<file path="src/rtl/game_link_pkg.sv">
// Shared constants for the two-board link controller.
//   - Protocol bytes exchanged over the UART between the two players.
//   - Controller state encoding (plain constants so older tools can read them).
//   - Helper that builds the score byte sent at game end.
package game_link_pkg;

  // Protocol bytes. SCORE bytes carry the flag in bit 7; START and ACK
  // both have bit 7 clear, so the three kinds never alias.
  localparam logic [7:0] START      = 8'h53;
  localparam logic [7:0] ACK        = 8'h41;
  localparam logic [7:0] SCORE_FLAG = 8'h80;

  typedef logic [2:0] link_state_t;

  localparam link_state_t ST_IDLE       = 3'd0;
  localparam link_state_t ST_WAIT_ACK   = 3'd1;
  localparam link_state_t ST_GAME       = 3'd2;
  localparam link_state_t ST_WAIT_SCORE = 3'd3;
  localparam link_state_t ST_DONE       = 3'd4;

  function automatic logic [7:0] score_byte(input logic [6:0] score);
    return SCORE_FLAG | {1'b0, score};
  endfunction

endpackage

</file>
<file path="src/rtl/game_link_ctl.sv">
// Two-board link controller. Runs the START/ACK handshake that launches a
// game on both boards, then swaps final scores over the UART.
// Ports:
//   pclk, rst_n          pixel clock; asynchronous active-low reset
//   rect_clicked_play    local PLAY click (1-cycle pulse)
//   game_over, my_score  local game end pulse and the score to send
//   rx_data, rx_valid    received byte and its strobe from the UART RX
//   tx_busy              UART TX occupied
//   tx_data, tx_start    byte and 1-cycle send request to the UART TX
//   uart_start           1-cycle pulse: both boards agreed, game begins
//   op_score(_valid)     peer score and its valid flag
//   link_error           sticky: peer silent or START retries exhausted
module game_link_ctl
  import game_link_pkg::*;
#(
  parameter int unsigned TIMEOUT_CYC = 7_500_000,
  parameter int unsigned MAX_RETRY   = 3
) (
  input  logic       pclk,
  input  logic       rst_n,
  input  logic       rect_clicked_play,
  input  logic       game_over,
  input  logic [6:0] my_score,
  input  logic [7:0] rx_data,
  input  logic       rx_valid,
  input  logic       tx_busy,
  output logic [7:0] tx_data,
  output logic       tx_start,
  output logic       uart_start,
  output logic [6:0] op_score,
  output logic       op_score_valid,
  output logic       link_error
);

  localparam int unsigned TW = (TIMEOUT_CYC > 1) ? $clog2(TIMEOUT_CYC) : 1;
  localparam int unsigned RW = (MAX_RETRY > 0) ? $clog2(MAX_RETRY + 1) : 1;
  localparam logic [TW-1:0] T_LAST = TW'(TIMEOUT_CYC - 1);
  localparam logic [RW-1:0] R_MAX  = RW'(MAX_RETRY);

  link_state_t     state_q, state_d;
  logic [TW-1:0]   timer_q, timer_d;
  logic [RW-1:0]   retry_q, retry_d;
  logic            pend_q, pend_d;
  logic [7:0]      pend_byte_q, pend_byte_d;
  logic [7:0]      tx_data_q, tx_data_d;
  logic            tx_start_q, tx_start_d;
  logic            uart_start_q, uart_start_d;
  logic [6:0]      op_score_q, op_score_d;
  logic            op_valid_q, op_valid_d;
  logic            link_error_q, link_error_d;

  logic            rx_is_start, rx_is_ack, rx_is_score;
  logic            in_wait, timeout;
  logic            queue, restart, issue;
  logic [7:0]      queue_byte;

  assign rx_is_start = rx_valid && (rx_data == START);
  assign rx_is_ack   = rx_valid && (rx_data == ACK);
  assign rx_is_score = rx_valid && rx_data[7];
  assign in_wait     = (state_q == ST_WAIT_ACK) || (state_q == ST_WAIT_SCORE);
  assign timeout     = in_wait && (timer_q == T_LAST);

  // Protocol sequencing
  always_comb begin
    state_d      = state_q;
    retry_d      = retry_q;
    op_score_d   = op_score_q;
    op_valid_d   = op_valid_q;
    link_error_d = link_error_q;
    uart_start_d = 1'b0;
    queue        = 1'b0;
    queue_byte   = START;
    restart      = 1'b0;

    case (state_q)
      ST_IDLE, ST_DONE: begin
        // A peer START beats a local click in the same cycle: we answer it.
        if (rx_is_start) begin
          queue        = 1'b1;
          queue_byte   = ACK;
          uart_start_d = 1'b1;
          state_d      = ST_GAME;
        end else if (rect_clicked_play) begin
          queue        = 1'b1;
          queue_byte   = START;
          retry_d      = '0;
          link_error_d = 1'b0;
          state_d      = ST_WAIT_ACK;
        end
      end
      ST_WAIT_ACK: begin
        if (rx_is_ack) begin
          uart_start_d = 1'b1;
          state_d      = ST_GAME;
        end else if (rx_is_start) begin
          // Both players clicked: acknowledge the peer and start anyway.
          queue        = 1'b1;
          queue_byte   = ACK;
          uart_start_d = 1'b1;
          state_d      = ST_GAME;
        end else if (timeout) begin
          if (retry_q < R_MAX) begin
            queue      = 1'b1;
            queue_byte = START;
            retry_d    = retry_q + 1'b1;
            restart    = 1'b1;
          end else begin
            link_error_d = 1'b1;
            state_d      = ST_IDLE;
          end
        end
      end
      ST_GAME: begin
        if (rx_is_score) begin
          op_score_d = rx_data[6:0];
          op_valid_d = 1'b1;
        end
        if (game_over) begin
          queue      = 1'b1;
          queue_byte = score_byte(my_score);
          state_d    = (op_valid_q || rx_is_score) ? ST_DONE : ST_WAIT_SCORE;
        end
      end
      ST_WAIT_SCORE: begin
        if (rx_is_score) begin
          op_score_d = rx_data[6:0];
          op_valid_d = 1'b1;
          state_d    = ST_DONE;
        end else if (timeout) begin
          link_error_d = 1'b1;
          op_valid_d   = 1'b0;
          state_d      = ST_DONE;
        end
      end
      default: state_d = ST_IDLE;
    endcase

    // A new game starts with no peer score.
    if ((state_d == ST_GAME) && (state_q != ST_GAME)) begin
      op_score_d = '0;
      op_valid_d = 1'b0;
    end
  end

  // Reply timer: cleared on any state change and on each START resend.
  always_comb begin
    if ((state_d != state_q) || restart || !in_wait) begin
      timer_d = '0;
    end else begin
      timer_d = timer_q + 1'b1;
    end
  end

  // One-deep TX queue. Skip the cycle right after a request so the UART has
  // time to raise tx_busy before we could send again.
  assign issue = pend_q && !tx_busy && !tx_start_q;

  always_comb begin
    tx_start_d  = issue;
    tx_data_d   = issue ? pend_byte_q : tx_data_q;
    pend_d      = pend_q && !issue;
    pend_byte_d = pend_byte_q;
    if (queue) begin
      pend_d      = 1'b1;
      pend_byte_d = queue_byte;
    end
  end

  always_ff @(posedge pclk or negedge rst_n) begin
    if (!rst_n) begin
      state_q      <= ST_IDLE;
      timer_q      <= '0;
      retry_q      <= '0;
      pend_q       <= 1'b0;
      pend_byte_q  <= '0;
      tx_data_q    <= '0;
      tx_start_q   <= 1'b0;
      uart_start_q <= 1'b0;
      op_score_q   <= '0;
      op_valid_q   <= 1'b0;
      link_error_q <= 1'b0;
    end else begin
      state_q      <= state_d;
      timer_q      <= timer_d;
      retry_q      <= retry_d;
      pend_q       <= pend_d;
      pend_byte_q  <= pend_byte_d;
      tx_data_q    <= tx_data_d;
      tx_start_q   <= tx_start_d;
      uart_start_q <= uart_start_d;
      op_score_q   <= op_score_d;
      op_valid_q   <= op_valid_d;
      link_error_q <= link_error_d;
    end
  end

  assign tx_data        = tx_data_q;
  assign tx_start       = tx_start_q;
  assign uart_start     = uart_start_q;
  assign op_score       = op_score_q;
  assign op_score_valid = op_valid_q;
  assign link_error     = link_error_q;

endmodule

</file>
<file path="config.mk">
export PLATFORM = sky130hd
export DESIGN_NAME = game_link_ctl
export DESIGN_NICKNAME = d
export VERILOG_FILES = /design/src/rtl/game_link_pkg.sv /design/src/rtl/game_link_ctl.sv
export SDC_FILE = /design/constraint.sdc
export NUM_CORES = 1
export LEC_CHECK = 0
export CORE_MARGIN = 2
export CORE_UTILIZATION = 40
export DETAILED_ROUTE_END_ITERATION = 7
export GPL_ROUTABILITY_DRIVEN = 0
export GPL_TIMING_DRIVEN = 0
export HOLD_SLACK_MARGIN = 0.06
export PLACE_DENSITY = 0.67
export SLEW_MARGIN = 25
export SYNTH_ARGS = -nofsm -noshare
export SYNTH_HDL_FRONTEND = slang
export SYNTH_SLANG_ARGS = --single-unit
</file>
<file path="constraint.sdc">
create_clock -name pclk -period 4.35 [get_ports pclk]
set_clock_uncertainty 0.2 [all_clocks]
set_input_delay 1.0875 -clock pclk [delete_from_list [all_inputs] [get_ports pclk]]
set_output_delay 1.0875 -clock pclk [all_outputs]
set_load 0.01 [all_outputs]
</file>
# ---- Word-level counts from Yosys, hierarchy flattened
# Index checks and enable logic that the tools add are counted.
dict set report op_classes {
  addsub 2
  order_cmp 1
  n_eq_ne 21
  muxes 55
  n_reduce_logical 28
}
# op n
set op_table {}
lappend op_table {{$mux 3} 10}
lappend op_table {{$mux 1} 25}
lappend op_table {{$pmux 8 s3} 1}
lappend op_table {{$add 23x1->23 const B} 1}
lappend op_table {{$eq 23x23->1 const B} 1}
lappend op_table {{$mux 23} 1}
lappend op_table {{$mux 7} 3}
lappend op_table {{$eq 8x7->1 const B} 2}
lappend op_table {{$mux 8} 2}
lappend op_table {{$ne 2x2->1 const B} 8}
lappend op_table {{$mux 2} 6}
lappend op_table {{$pmux 3 s4} 1}
lappend op_table {{$eq 3x2->1 const B} 3}
lappend op_table {{$reduce_and 9->1} 1}
lappend op_table {{$logic_and 1x1->1} 8}
lappend op_table {{$reduce_and 7->1} 1}
lappend op_table {{$pmux 1 s3} 2}
lappend op_table {{$reduce_bool 2->1} 3}
lappend op_table {{$reduce_bool 3->1} 2}
lappend op_table {{$mux 5} 1}
lappend op_table {{$logic_not 1->1} 4}
lappend op_table {{$logic_or 1x1->1} 4}
lappend op_table {{$ne 4x3->1 const B} 1}
lappend op_table {{$pmux 1 s2} 2}
lappend op_table {{13 further kinds} 14}
dict set report word_totals {
  register_bits 56
  input_bits 21
  output_inout_bits 19
  word_cells 118
}

# ---- Logic depth before layout (Yosys ltp)
dict set report logic_depth {
  depth_word 11
  depth_mapped 7
  ltp_nobuf 6
}

# ---- Worst setup path after synthesis
# OpenSTA, ideal clock, no wires.
dict set report synth_path {
  path_type {input-to-reg}
  startpoint {in rx_data[7]}
  endpoint {reg pend_byte_q[1]}
  setup_ns 0.125
  t_arrival_ns 2.501
  t_required_ns 4.025
  path_slack_ns 1.524
  stages 5
  n_path_buf 0
  path_cell_list {nor3b_1 nand2_1 o311a_1 a31oi_2 mux2_2}
}
dict set report synth_via {
  elab_chain_len 5
  word_cells_on_any_way 11
  classes_between {2 x eq/ne; 7 x mux; 2 x reduce/logical}
}
# element line_no
set synth_rtl {}
lappend synth_rtl {{start: declaration} game_link_ctl.sv:24} ;# input logic [7:0] rx_data,
lappend synth_rtl {{$eq 8x7->1} game_link_ctl.sv:57} ;# assign rx_is_start = rx_valid && (rx_data == START);
lappend synth_rtl {{$logic_and 1x1->1} game_link_ctl.sv:57}
lappend synth_rtl {{$mux 5 / $mux 1 (equally long branches)} {game_link_ctl.sv:78, game_link_ctl.sv:95}}
lappend synth_rtl {{$mux 8 / $mux 1 (equally long branches)} game_link_ctl.sv:92} ;# if (rx_is_ack) begin
lappend synth_rtl {{$pmux 8 s3 / $pmux 1 s3 (equally long branches)} game_link_ctl.sv:75} ;# case (state_q)
lappend synth_rtl {{end signal: assignment} game_link_ctl.sv:187} ;# pend_byte_q <= pend_byte_d;
lappend synth_rtl {{end: declaration} game_link_ctl.sv:44} ;# logic [7:0] pend_byte_q, pend_byte_d;
# Parallel ways exist; a longest one is shown, timed or not.
# A chain may end at the register's enable or synchronous reset.

# ---- Worst setup path after layout
dict set report layout_path {
  startpoint {in rx_valid}
  endpoint {reg pend_byte_q[4]}
}
dict set report layout_via {
  elab_chain_len 4
  word_cells_on_any_way 9
  classes_between {7 x mux; 2 x reduce/logical}
}
# element line_no
set layout_rtl {}
lappend layout_rtl {{start: declaration} game_link_ctl.sv:25} ;# input logic rx_valid,
lappend layout_rtl {{$logic_and 1x1->1} game_link_ctl.sv:57}
lappend layout_rtl {{$mux 5 / $mux 1 (equally long branches)} {game_link_ctl.sv:78, game_link_ctl.sv:95}}
lappend layout_rtl {{$mux 8 / $mux 1 (equally long branches)} game_link_ctl.sv:92}
lappend layout_rtl {{$pmux 8 s3 / $pmux 1 s3 (equally long branches)} game_link_ctl.sv:75}
# Parallel ways exist; a longest one is shown, timed or not.

==> qor.yml <==
status: "complete, but fails checks"
violations: "design-rule violations"
power_frac_clock_pct: 22.9
cts.sinks: 56
critPathMaxFanout: 9
grt_pass1_vias: 2056
track_usage_pct: 15.8
dpl.cell_count: 379
syn-instance-count: 264
min_period_over_period_pct: 75.5
max_stage_delay_ps: 490
htreeDepth: 2
path_buf_inv: 1
viasPerCell: 5.37
ff2ff_setup_slack_ps: 1920
start_util_pct: 41.7
syn-cell-area_sq_mm: 0.00268
r2r-start: "timer_q[0]$_DFF_PN0_"
switching_power_uw: 404
cts_max_path_buffers: 2
grt_max_degree: 39
p_per_area_mw_per_mm2: 397
rsz0062_at_grt: "false"
clk_latency_ps: 310
synthArstFlopShare_pct: 100
worstPathArrival_ps: 3300
grt_pass1_wl_mm: 9.34
diodes: 0
drv_cap: 0
syn_nets: 287
drv_slew: 0
yosys.area.top_type: "dfrtp_1"
dieWidth_um: 85.8
crit_family: "compound AO/OA/AOI/OAI gates"
areaGrowthSynthToFinish_pct: 21.6
whs_path_depth: 1
antenna_found_initial: 0
layoutNonFillerInstCount: 387
cp_slowest_cell: "clkdlybuf4s50_1"
dr.pass1.iters: 6
required_ps: 4360
tritoncts: "built"
hold_class: "flop to flop"
synth-seq-area-share_pct: 52.3
critical_path.cell_chain: "clkdlybuf4s50_1 -> nor3b_1 -> nand2_1 -> o311a_1 -> a31oi_2 -> mux2_2"
cp-start-kind: "primary input"
drc: 6
endpoint_kind: "flop"
syn_area_per_cell_sq_um: 10.1
wl_per_cell_um: 13.9
post_cts_resized: 0
irDropWorstVdd_mv: 0.131
num_vias: 2077
clock.fmax_ghz: 0.304
fp.dieH_um: 85.8
ys_warn_count: 0
place_area_sq_mm: 0.00316
synth_top_area_share_pct: 52.3
antenna_left: 0
finalSetupTns_ps: 0
cts_made_buffers: 5
r2r_cells: 6
io_pins: 40
internal-power_uw: 890
core.rowCount: 29
tightest_slew_ps: 967
port_buffers: 37
drt-initial-drc-count: 134
slew_headroom_pct: 35.0
p_comb_share_pct: 27.4
swShare_pct: 31.2
pwr-share-seq_pct: 49.7
synth.distinct_cells: 48
setup_violations: 0
dp_hpwl_mm: 3.92
grt.overflow.total: 0
synth_edf_count: 0
criticalPathCategory: "primary input to flop"
drive_above_1_share_pct: 9.68
fin_crit_ps: 3280
leakagePower_uw: 0.00140
synth_seq_cells: 56
hp-start: "pend_byte_q[7]$_DFFE_PN0P_"
design_area_sq_mm: 0.00326
clk_pin_slew_worst_paths_ps: 110
cts_hold_buf: 0
rr_endpoint: "timer_q[16]$_DFF_PN0_"
fin_nets: 332
clockRootBuffer: "clkbuf_8"
synthFlopType: "dfrtp_1"
routed_wirelength_mm: 5.39
final_hold_viol_count: 0
cts_setup_buffers: 0
hold_end: "pend_byte_q[7]$_DFFE_PN0P_"
dieArea_sq_mm: 0.00737
synthTopCellsByArea: "dfrtp_1, nor2_1, xor2_1"
core_area_sq_mm: 0.00642
==> logic make-up (layout without fill, tap and decap cells) <==
kind of cell | Yosys count | count (layout) | synth area share, %
XOR/XNOR | 22 | 22 | 7.19
flip-flops | 56 | 56 | 52.3
buffers and inverters | 15 | 61 | 2.15
AO/OA/AOI/OAI | 40 | 40 | 10.4
adder cells (fa/ha/maj) | 2 | 2 | 0.934
multiplexers | 11 | 11 | 4.76
AND/OR/NAND/NOR | 118 | 118 | 22.2
==> final cells by class <==
| cell class | count | area (sq um) |
|---|---|---|
| multi-input cells | 193 | 1220 |
| fillers | 583 | 3170 |
| plain buffers | 8 | 31.3 |
| clock buffers | 5 | 68.8 |
| repair buffers | 38 | 388 |
| inverters | 7 | 26.3 |
| well taps | 77 | 96.3 |
| clock inverters | 3 | 25.0 |
| flip-flops and latches | 56 | 1400 |
==> power groups by stage <==
stage,clock (uW),combinational (uW),sequential (uW)
floorplan,0,182,667
global placement,0,349,652
detailed placement,0,358,655
CTS,305,359,644
global route,328,396,653
finish,296,354,644
==> registers in the layout, indices dropped and copies added (netlist names) <==
| signal | cells |
|---|---|
| timer_q | 23 |
| pend_byte_q | 8 |
| link_error | 1 |
| op_score_valid | 1 |
| retry_q | 2 |
| state_q | 3 |
| uart_start | 1 |
| op_score | 7 |
| tx_data | 8 |
| tx_start | 1 |
| pend_q | 1 |
==> Yosys cell counts, types with 3 or more instances <==
cell	number
nor2_1	41
or3_1	3
nand2_1	27
nor2b_1	3
nand4_1	9
inv_1	7
and3_1	3
mux2_2	10
xnor2_1	9
xor2_1	13
a22o_1	4
nand3_1	13
a21oi_1	15
o22ai_1	4
dfrtp_1	56
clkbuf_1	6
==> metal layers <==
| layer | part of all wire [%] | track usage [%] |
|---|---|---|
| met5 | 0 | 0 |
| met4 | 1.4 | 5.48 |
| met3 | 5.5 | 3.95 |
| met2 | 47 | 25.1 |
| met1 | 46 | 21.1 |
==> cell usage in the layout (no fill, tap or decap), types with 2 or more instances in the layout <==
master / n
mux2_2: 10
and2_1: 2
clkdlybuf4s50_1: 36
or3_1: 3
clkbuf_8: 5
nand2b_1: 2
nor4_1: 2
nand3_1: 13
nor3_4: 2
inv_1: 7
o21ai_0: 2
a21oi_1: 15
a21o_1: 2
clkbuf_1: 6
nor2_1: 41
and4_1: 2
a22o_1: 4
nor2b_1: 3
and3_1: 3
nand4_1: 9
ha_1: 2
xor2_1: 13
inv_6: 2
nor3b_1: 2
o22ai_1: 4
dfrtp_1: 56
xnor2_1: 9
nand2_1: 27
==> stage by stage <==
stage / total power, uW / utilization [%] / hold WS (ps) / worst slack, ps
floorplan: 849 / - / 244 / 1520
global route: 1380 / 50.7 / 316 / 901
global placement: 1000 / 49.0 / 258 / 296
CTS: 1310 / 50.7 / 291 / 1040
detailed placement: 1010 / 49.3 / 266 / 704
finish: 1290 / 50.7 / 291 / 1070
==> worst register-to-register path, stage by stage (launching register included) <==
cell	delay, ps
dfrtp_1	410
ha_1	220
nand4_1	290
nor4_1	760
nand4_1	200
xor2_1	170
nor2_1	60
==> worst max path at each step <==
stage,startpoint,end,slack (ps),depth (start not counted)
floorplan,rx_data[7],pend_byte_q[1]$_DFFE_PN0P_,1520,5
global placement,rst_n,timer_q[15]$_DFF_PN0_,300,1
detailed placement,rx_valid,pend_byte_q[1]$_DFFE_PN0P_,700,6
CTS,rx_valid,pend_byte_q[1]$_DFFE_PN0P_,1040,6
global route,rx_valid,pend_byte_q[1]$_DFFE_PN0P_,900,6
finish,rx_valid,pend_byte_q[4]$_DFFE_PN0P_,1070,6
Note: power is estimated with default switching activity, not from simulation.
